`src/rtl/sevenseg_scan_driver.sv`:
```
// Time-multiplexed driver for NUM_DIGITS common-anode 7-segment digits on one shared segment bus.
// Hex glyph decode, refresh scan with dead time, blanking, decimal points, leading-zero suppression.
module sevenseg_scan_driver #(
   parameter int NUM_DIGITS     = 4,
   parameter int REFRESH_DIV    = 50000,
   parameter int DEAD_CYCLES    = 16,
   parameter bit SEG_ACTIVE_LOW = 1'b1,
   parameter bit AN_ACTIVE_LOW  = 1'b1
) (
   input  logic                    clk,
   input  logic                    rst,
   input  logic                    load,
   input  logic [4*NUM_DIGITS-1:0] value,
   input  logic [NUM_DIGITS-1:0]   dp,
   input  logic [NUM_DIGITS-1:0]   blank,
   input  logic                    lz_suppress,
   output logic [0:6]              hex,
   output logic                    dpout,
   output logic [NUM_DIGITS-1:0]   an,
   output logic                    frame
);

   localparam int PW = (REFRESH_DIV > 1) ? $clog2(REFRESH_DIV) : 1;
   localparam int IW = (NUM_DIGITS > 1) ? $clog2(NUM_DIGITS) : 1;
   localparam logic [PW-1:0] P_LAST = PW'(REFRESH_DIV - 1);
   localparam logic [PW-1:0] P_DEAD = PW'(DEAD_CYCLES);
   localparam logic [IW-1:0] I_LAST = IW'(NUM_DIGITS - 1);
   localparam logic [0:6] SEG_OFF = SEG_ACTIVE_LOW ? 7'b1111111 : 7'b0000000;
   localparam logic [NUM_DIGITS-1:0] AN_OFF = AN_ACTIVE_LOW ? {NUM_DIGITS{1'b1}} : {NUM_DIGITS{1'b0}};
   localparam logic DP_OFF = SEG_ACTIVE_LOW;

   logic [PW-1:0]           prescaler;
   logic [IW-1:0]           index;
   logic [4*NUM_DIGITS-1:0] shadow_value;
   logic [NUM_DIGITS-1:0]   shadow_dp;
   logic [4*NUM_DIGITS-1:0] active_value;
   logic [NUM_DIGITS-1:0]   active_dp;

   logic                    slot_end;
   logic                    wrap;

   logic [3:0]              nibble;
   logic                    dp_bit;
   logic                    visible;
   logic [NUM_DIGITS-1:0]   onehot;
   logic [NUM_DIGITS-1:0]   suppressed;
   logic                    zero_run;
   logic [0:6]              glyph_low;
   logic [0:6]              hex_d;
   logic                    dpout_d;
   logic [NUM_DIGITS-1:0]   an_d;

   // Active-low glyph, bit 0 = segment a.
   function automatic logic [0:6] glyph(input logic [3:0] n);
      case (n)
         4'h0:    return 7'b0000001;
         4'h1:    return 7'b1001111;
         4'h2:    return 7'b0010010;
         4'h3:    return 7'b0000110;
         4'h4:    return 7'b1001100;
         4'h5:    return 7'b0100100;
         4'h6:    return 7'b0100000;
         4'h7:    return 7'b0001111;
         4'h8:    return 7'b0000000;
         4'h9:    return 7'b0001100;
         4'hA:    return 7'b0001000;
         4'hB:    return 7'b1100000;
         4'hC:    return 7'b0110001;
         4'hD:    return 7'b1000010;
         4'hE:    return 7'b0110000;
         default: return 7'b0111000;
      endcase
   endfunction

   assign slot_end = (prescaler == P_LAST);
   assign wrap     = slot_end && (index == I_LAST);
   assign frame    = wrap;

   always_ff @(posedge clk or posedge rst) begin
      if (rst) begin
         prescaler <= '0;
         index     <= '0;
      end else if (slot_end) begin
         prescaler <= '0;
         index     <= wrap ? '0 : index + 1'b1;
      end else begin
         prescaler <= prescaler + 1'b1;
      end
   end

   // Active only moves at the frame boundary, so a frame never mixes old and new digits.
   always_ff @(posedge clk or posedge rst) begin
      if (rst) begin
         shadow_value <= '0;
         shadow_dp    <= '0;
         active_value <= '0;
         active_dp    <= '0;
      end else begin
         if (load) begin
            shadow_value <= value;
            shadow_dp    <= dp;
         end
         if (wrap) begin
            active_value <= load ? value : shadow_value;
            active_dp    <= load ? dp : shadow_dp;
         end
      end
   end

   always_comb begin
      nibble     = '0;
      dp_bit     = 1'b0;
      visible    = 1'b0;
      onehot     = '0;
      suppressed = '0;
      zero_run   = 1'b1;
      // Walk from the most significant digit down; a digit is a leading zero while everything above is zero.
      for (int d = NUM_DIGITS - 1; d >= 0; d--) begin
         zero_run      = zero_run && (active_value[d*4 +: 4] == 4'h0);
         suppressed[d] = lz_suppress && (d > 0) && zero_run;
      end
      for (int d = 0; d < NUM_DIGITS; d++) begin
         if (index == IW'(d)) begin
            nibble    = active_value[d*4 +: 4];
            dp_bit    = active_dp[d];
            visible   = !blank[d] && !suppressed[d];
            onehot[d] = 1'b1;
         end
      end
   end

   always_comb begin
      glyph_low = glyph(nibble);
      hex_d     = SEG_OFF;
      dpout_d   = DP_OFF;
      an_d      = AN_OFF;
      if (visible) begin
         hex_d   = SEG_ACTIVE_LOW ? glyph_low : ~glyph_low;
         dpout_d = SEG_ACTIVE_LOW ? !dp_bit : dp_bit;
         // Segments settle during the dead window while all anodes stay off.
         if (prescaler >= P_DEAD) begin
            an_d = AN_ACTIVE_LOW ? ~onehot : onehot;
         end
      end
   end

   always_ff @(posedge clk or posedge rst) begin
      if (rst) begin
         hex   <= SEG_OFF;
         dpout <= DP_OFF;
         an    <= AN_OFF;
      end else begin
         hex   <= hex_d;
         dpout <= dpout_d;
         an    <= an_d;
      end
   end

endmodule
```
`config.mk`:
```
export PLATFORM = sky130hd
export DESIGN_NAME = sevenseg_scan_driver
export DESIGN_NICKNAME = d
export VERILOG_FILES = /design/src/rtl/sevenseg_scan_driver.sv
export SDC_FILE = /design/constraint.sdc
export NUM_CORES = 1
export LEC_CHECK = 0
export ABC_AREA = 1
export BUFFER_PORTS_ARGS = -buffer_cell sky130_fd_sc_hd__buf_4
export CORE_MARGIN = 2
export CORE_UTILIZATION = 58
export DETAILED_ROUTE_END_ITERATION = 6
export PLACE_DENSITY = 0.87
export SYNTH_ARGS = -nofsm -noshare
export SYNTH_HDL_FRONTEND = slang
export SYNTH_SLANG_ARGS = --single-unit
```
`constraint.sdc`:
```
create_clock -name clk -period 2.8 [get_ports clk]
set_clock_uncertainty 0.1 [all_clocks]
set_input_delay 0.28 -clock clk [delete_from_list [all_inputs] [get_ports clk]]
set_output_delay 0.28 -clock clk [all_outputs]
set_load 0.05 [all_outputs]
```
## Yosys cells after proc, flatten, opt, wreduce, memory -nomap -nowiden

Memories as Yosys holds them, arrays and structs flattened.
Cells that the tools add are included.

| word-level totals | value |
|---|---|
| register bits after elaboration | 70 |
| ROM bits | 112 |
| bits of input ports | 28 |
| output and inout port bits | 13 |
| word-level logic and storage cells | 63 |
| memories kept | 1 |

| operators by class | value |
|---|---|
| add/subtract/negate cells | 2 |
| $lt $le $gt $ge | 1 |
| eq/ne operators | 4 |
| muxes and demuxes | 24 |
| bitwise operators | 1 |
| reduce and logical (&&, ||, !) cells | 21 |

Memories:

| memory | words | bits a word | rd ports | clocked after Yosys merged registers in | wr ports | line | RTL |
|---|---|---|---|---|---|---|---|
| (no name shown) | 16 | 7 | 1 | 0 | 0 | 55 | `case (n)` |

Operators with widths:

| cell | count |
|---|---|
| $mux W16 | 2 |
| $mux W4 | 7 |
| $add A16 B1 Y16 const B | 1 |
| $eq A16 B16 Y1 const B | 1 |
| $ge A16 B5 Y1 const B | 1 |
| $mux W1 | 13 |
| $logic_not A4 Y1 | 3 |
| $logic_and A1 B1 Y1 | 9 |
| $logic_not A1 Y1 | 8 |
| $mux W7 | 1 |
| $eq A2 B2 Y1 const B | 2 |
| $not A4 Y4 | 1 |
| $add A2 B1 Y2 const B | 1 |
| $eq A2 B1 Y1 const B | 1 |
| $logic_not A2 Y1 | 1 |
| $mux W2 | 1 |

## Longest topological paths before layout

| depth | value |
|---|---|
| depth in word-level cells | 10 |
| depth in mapped cells | 15 |
| mapped depth without buffers | 15 |

## Worst setup path before layout

Ideal clock, no wire load.

| timing | value |
|---|---|
| kind | reg2reg |
| start point | register index[0] |
| end point | register hex[0] in the netlist's numbering |
| library setup time | 77 ps |
| data arrival time | 1808 ps |
| data required time | 2623 ps |
| path slack | 815 ps |
| cell stages (with the launch flop) | 15 |
| buffers on the path | 0 |
| period minus slack after synthesis | 1985 ps |
| path through | dfrtp_1 > inv_1 > ha_1 > inv_1 > nand3_1 > nand2_1 > nand2_1 > inv_1 > ha_1 > inv_1 > nand3_1 > nand3_1 > nand2_1 > inv_1 > nand2_1 |

| between the ends | value |
|---|---|
| longest elaborated chain between the ends | 7 |
| elaborated cells on any way between the ends | 14 |
| those cells by class | eq/ne: 3; mux: 9; reduce/logical: 1; memory: 1 |

Ends and longest elaborated chain:

| item | line | RTL |
|---|---|---|
| start: declaration | 33 | `logic [IW-1:0] index;` |
| start signal: assignment | 85 | `index <= wrap ? '0 : index + 1'b1;` |
| $logic_not A2 Y1 | 123 | `if (index == IW'(d)) begin` |
| $mux W4 (4 in series) | 123 |  |
| $mem_v2 Z16 W7 | - |  |
| $mux W7 (*) | 137 | `if (visible) begin` |
| named net hex_d, one bit | 49 | `logic [0:6] hex_d;` |
| end signal: assignment | 149 | `hex <= SEG_OFF;` |
| end signal: assignment | 153 | `hex <= hex_d;` |
| end: declaration | 17 | `output logic [0:6] hex,` |

Mark *: on every way through the listed nets, which the timed path passes. The rest lies on a longest branch.
A chain may end at the register's enable or synchronous reset.

## Final worst setup path

| timing | value |
|---|---|
| start point | register prescaler[0] |
| end point | output frame |

| between the ends | value |
|---|---|
| longest elaborated chain between the ends | 2 |

Ends and longest elaborated chain:

| item | line | RTL |
|---|---|---|
| start: declaration | 32 | `logic [PW-1:0] prescaler;` |
| start signal: assignment | 87 | `prescaler <= prescaler + 1'b1;` |
| $eq A16 B16 Y1 | 75 | `assign slot_end = (prescaler == P_LAST);` |
| $logic_and A1 B1 Y1 | 76 | `assign wrap = slot_end && (index == I_LAST);` |
| end: declaration | 20 | `output logic frame` |

No other way between the ends.

==> flow_summary.ini <==
[status]
status = finished, final reports clean

[global_route]
antenna_found_initial = 0
grt_max_degree = 37
grt_pass1_vias = 2668
grt_pass1_wl_um = 12300
overflow = 0
track_usage = 0.243

[synth]
netlist_instances = 397
ys_ff_latch = 70
syn_avg_cell_area_um2 = 8.89
synth_cell_types = 31
yosysSeqAreaShare = 0.500
synth.net_count = 437
ys.warnings.count = 0
synth_area_um2 = 3530

[place]
portBuffers = 40
dp_hpwl_um = 5270
gp_congestion = 0.923

[drt]
detail-route-antenna-nets = 0
routed_wl_um = 7080
drt-pass1-iter-count = 4
viasPerCell = 5.29
post_drt_wl_per_cell_um = 13.6
drc = 0
drt_iter0_markers = 128
vias = 2746

[setup_path]
path_class = flip-flop to primary output
critical_path_arrival_ns = 2.13
cp_max_fo = 14
r2r_start = index[0]$_DFFE_PP0N_
cp_num_cells = 6
end_kind = primary output
cp_num_buf_inv = 1
ff2ff_setup_slack_ns = 0.48
cp_common_cell = nand3_2
worst_setup_path_start_kind = flip-flop
worstPathCellList = ha_1, nand3_2, nor3_2, nand3_2, nor2_8, buf_4
critical-path-top-delay-family = simple AND/OR/NAND/NOR gates
critical_path_required_ns = 2.42
critPathSlowestCell = dfrtp_1
reg2reg_to = hex[6]$_DFF_PP1_
worstSetupStartpoint = prescaler[0]$_DFF_PP0_
critPathCapture = frame
max_stage_delay_ns = 0.39
r2r_cells = 12

[power]
p_seq_frac = 0.506
vdd.ir_drop.worst_uv = 393
leakagePower_nw = 1.98
comb_power_share = 0.062
p_int_mw = 1.65
switching_share = 0.207
pwr-share-clk = 0.432
power_switching_uw = 432
power_per_cell_area_nw_per_um2 = 509

[clock_tree]
cts_root_buffer = clkbuf_8
path_clk_slew_ns = 0.08
post_cts_buffers = 0
insertion_delay_ns = 0.34
numCtsBuffers = 9
cts_sinks = 70
htree_levels = 3
cts_tree = built
clockBufferDepth = 2

[timing]
setup_viol = 0
tns_ns = 0
min_period_ns = 2.51
rsz0062_at_grt = false
tightest_slew_ns = 0.766
min_period_over_period = 0.896
fmax_mhz = 399
final_max_slew_viol_count = 0
hold_violations = 0
max-slew-margin-rel = 0.489

[worst_hold_path]
hold_path_class = input pin to flip-flop

[finish]
diodes = 0
layout.nets = 480
area_growth_pct = 16.2
regArea_um2 = 1770
fin_util = 0.697
multiInputGateArea_um2 = 1480
fillers = 456
layout-drive-gt1-share = 0.243

[floorplanning]
fp.dieH_um = 82.0
die_w_um = 82.0
die_area_um2 = 6730
rows = 28
core_um2 = 5890
start_util = 0.600
ios = 41

[job]
drv_cap = 0
layer usage:
layer / vias up / GRT usage / wire (um)
li1: 1342 / - / -
met1: 1284 / 0.328 / 3250
met2: 99 / 0.374 / 3270
met3: 21 / 0.0473 / 387
met4: 0 / 0.120 / 178
met5: - / 0 / 0
worst register-to-register path, stage by stage, from the launching register on:
cell and delay, ns:
dfrtp_1 0.40, inv_1 0.13, ha_1 0.30, inv_1 0.16, nand3_1 0.12, nand2_1 0.05
nand2_1 0.21, inv_1 0.10, ha_1 0.23, nand3_1 0.11, nand2_1 0.07, o21ai_0 0.18
nand2_1 0.08
through the flow:
stage	worst slack [ns]	cells	power, mW	instance area [um^2]	hold slack (ns)
finish	0.291	519	2.09	4100	0.0846
global route	0.110	519	2.17	4100	0.0854
CTS	0.271	519	2.11	4100	0.0747
detailed placement	0.509	503	1.21	3870	0.360
global placement	0.616	503	1.20	3870	0.353
floorplan	0.672	397	1.15	3530	0.342
timing repair:
item,in CTS,in global routing
hold buffers,1,0
hold endpoints to repair,9,0
resized for setup,0,0
cells by family (layout without fill, tap and decap cells):
| group | Yosys count | after routing | synth area share |
|---|---|---|---|
| xor gates and xnor gates | 7 | 7 | 0.0174 |
| and+or+nand+nor | 178 | 178 | 0.221 |
| adders and majority gates | 12 | 12 | 0.0425 |
| AOI/OAI and AO/OA | 44 | 44 | 0.0730 |
| muxes | 20 | 20 | 0.0638 |
| DFF | 70 | 70 | 0.500 |
| buffers and inverters | 66 | 113 | 0.0819 |
synthesized netlist by cell type:
cell	instances	area, um^2
nand2_2	2	12.5
nor2_8	1	20.0
nor3b_1	1	7.51
nor2_1	30	113
buf_6	2	22.5
nand2_1	99	372
xor2_1	7	61.3
o21ai_0	18	90.1
nor3_1	8	40.0
a21oi_1	11	55.1
o22ai_1	1	6.26
inv_1	54	203
dfrtp_1	58	1450
clkbuf_1	2	7.51
or3_1	1	6.26
mux2_2	20	225
inv_2	1	3.75
nand4_1	5	31.3
nand3_1	21	105
nor4_1	4	25.0
o21ai_1	4	20.0
dfstp_2	12	315
nor3_2	1	10.0
buf_4	3	22.5
a21o_1	1	7.51
nand3_2	2	20.0
ha_1	12	150
o21ai_2	9	78.8
buf_8	1	15.0
or2_2	3	18.8
buf_2	3	15.0
power groups by stage:
stage	logic [mW]	clock network [mW]	registers [mW]
after detailed placement	0.130	0	1.08
after floorplan	0.0616	0	1.09
final	0.129	0.902	1.06
after CTS	0.131	0.919	1.06
after global placement	0.126	0	1.07
after global routing	0.142	0.973	1.06
cell usage in the layout, fill, tap and decap left out, types with 3 or more instances in the layout:
master     n
a21oi_1   11
buf_4     41
clkbuf_8  11
dfrtp_1   58
dfstp_2   12
ha_1      12
inv_1     53
mux2_2    20
nand2_1   99
nand3_1   21
nand4_1    5
nor2_1    30
nor3_1     8
nor4_1     4
o21ai_0   18
o21ai_1    4
o21ai_2    9
or2_2      3
xor2_1     7
registers in the layout (all words and copies together) (netlist names):
name	cells
dpout	1
hex	7
shadow_value	16
shadow_dp	4
active_dp	4
index	2
active_value	16
an	4
prescaler	16
layout make-up:
type                    instances  area share
repair buffers                 43      0.0823
inverters                      55      0.0503
clock buffers                  12      0.0378
well taps                      75      0.0229
flip-flops and latches         70       0.431
clock inverters                 3      0.0165
multi-input cells             261       0.360
worst min path at each step:
| stage | start | end | slack, ns | cells past startpoint |
|---|---|---|---|---|
| global route | dp[0] | shadow_dp[0]$_DFF_PP0_ | 0.09 | 2 |
| global placement | rst | active_value[14]$_DFFE_PP0P_ | 0.35 | 2 |
| finish | dp[0] | shadow_dp[0]$_DFF_PP0_ | 0.08 | 2 |
| detailed placement | rst | active_value[15]$_DFFE_PP0P_ | 0.36 | 2 |
| floorplan | prescaler[13]$_DFF_PP0_ | prescaler[13]$_DFF_PP0_ | 0.34 | 1 |
| CTS | dp[0] | shadow_dp[0]$_DFF_PP0_ | 0.07 | 2 |
Note: power is estimated with default switching activity, not from simulation.
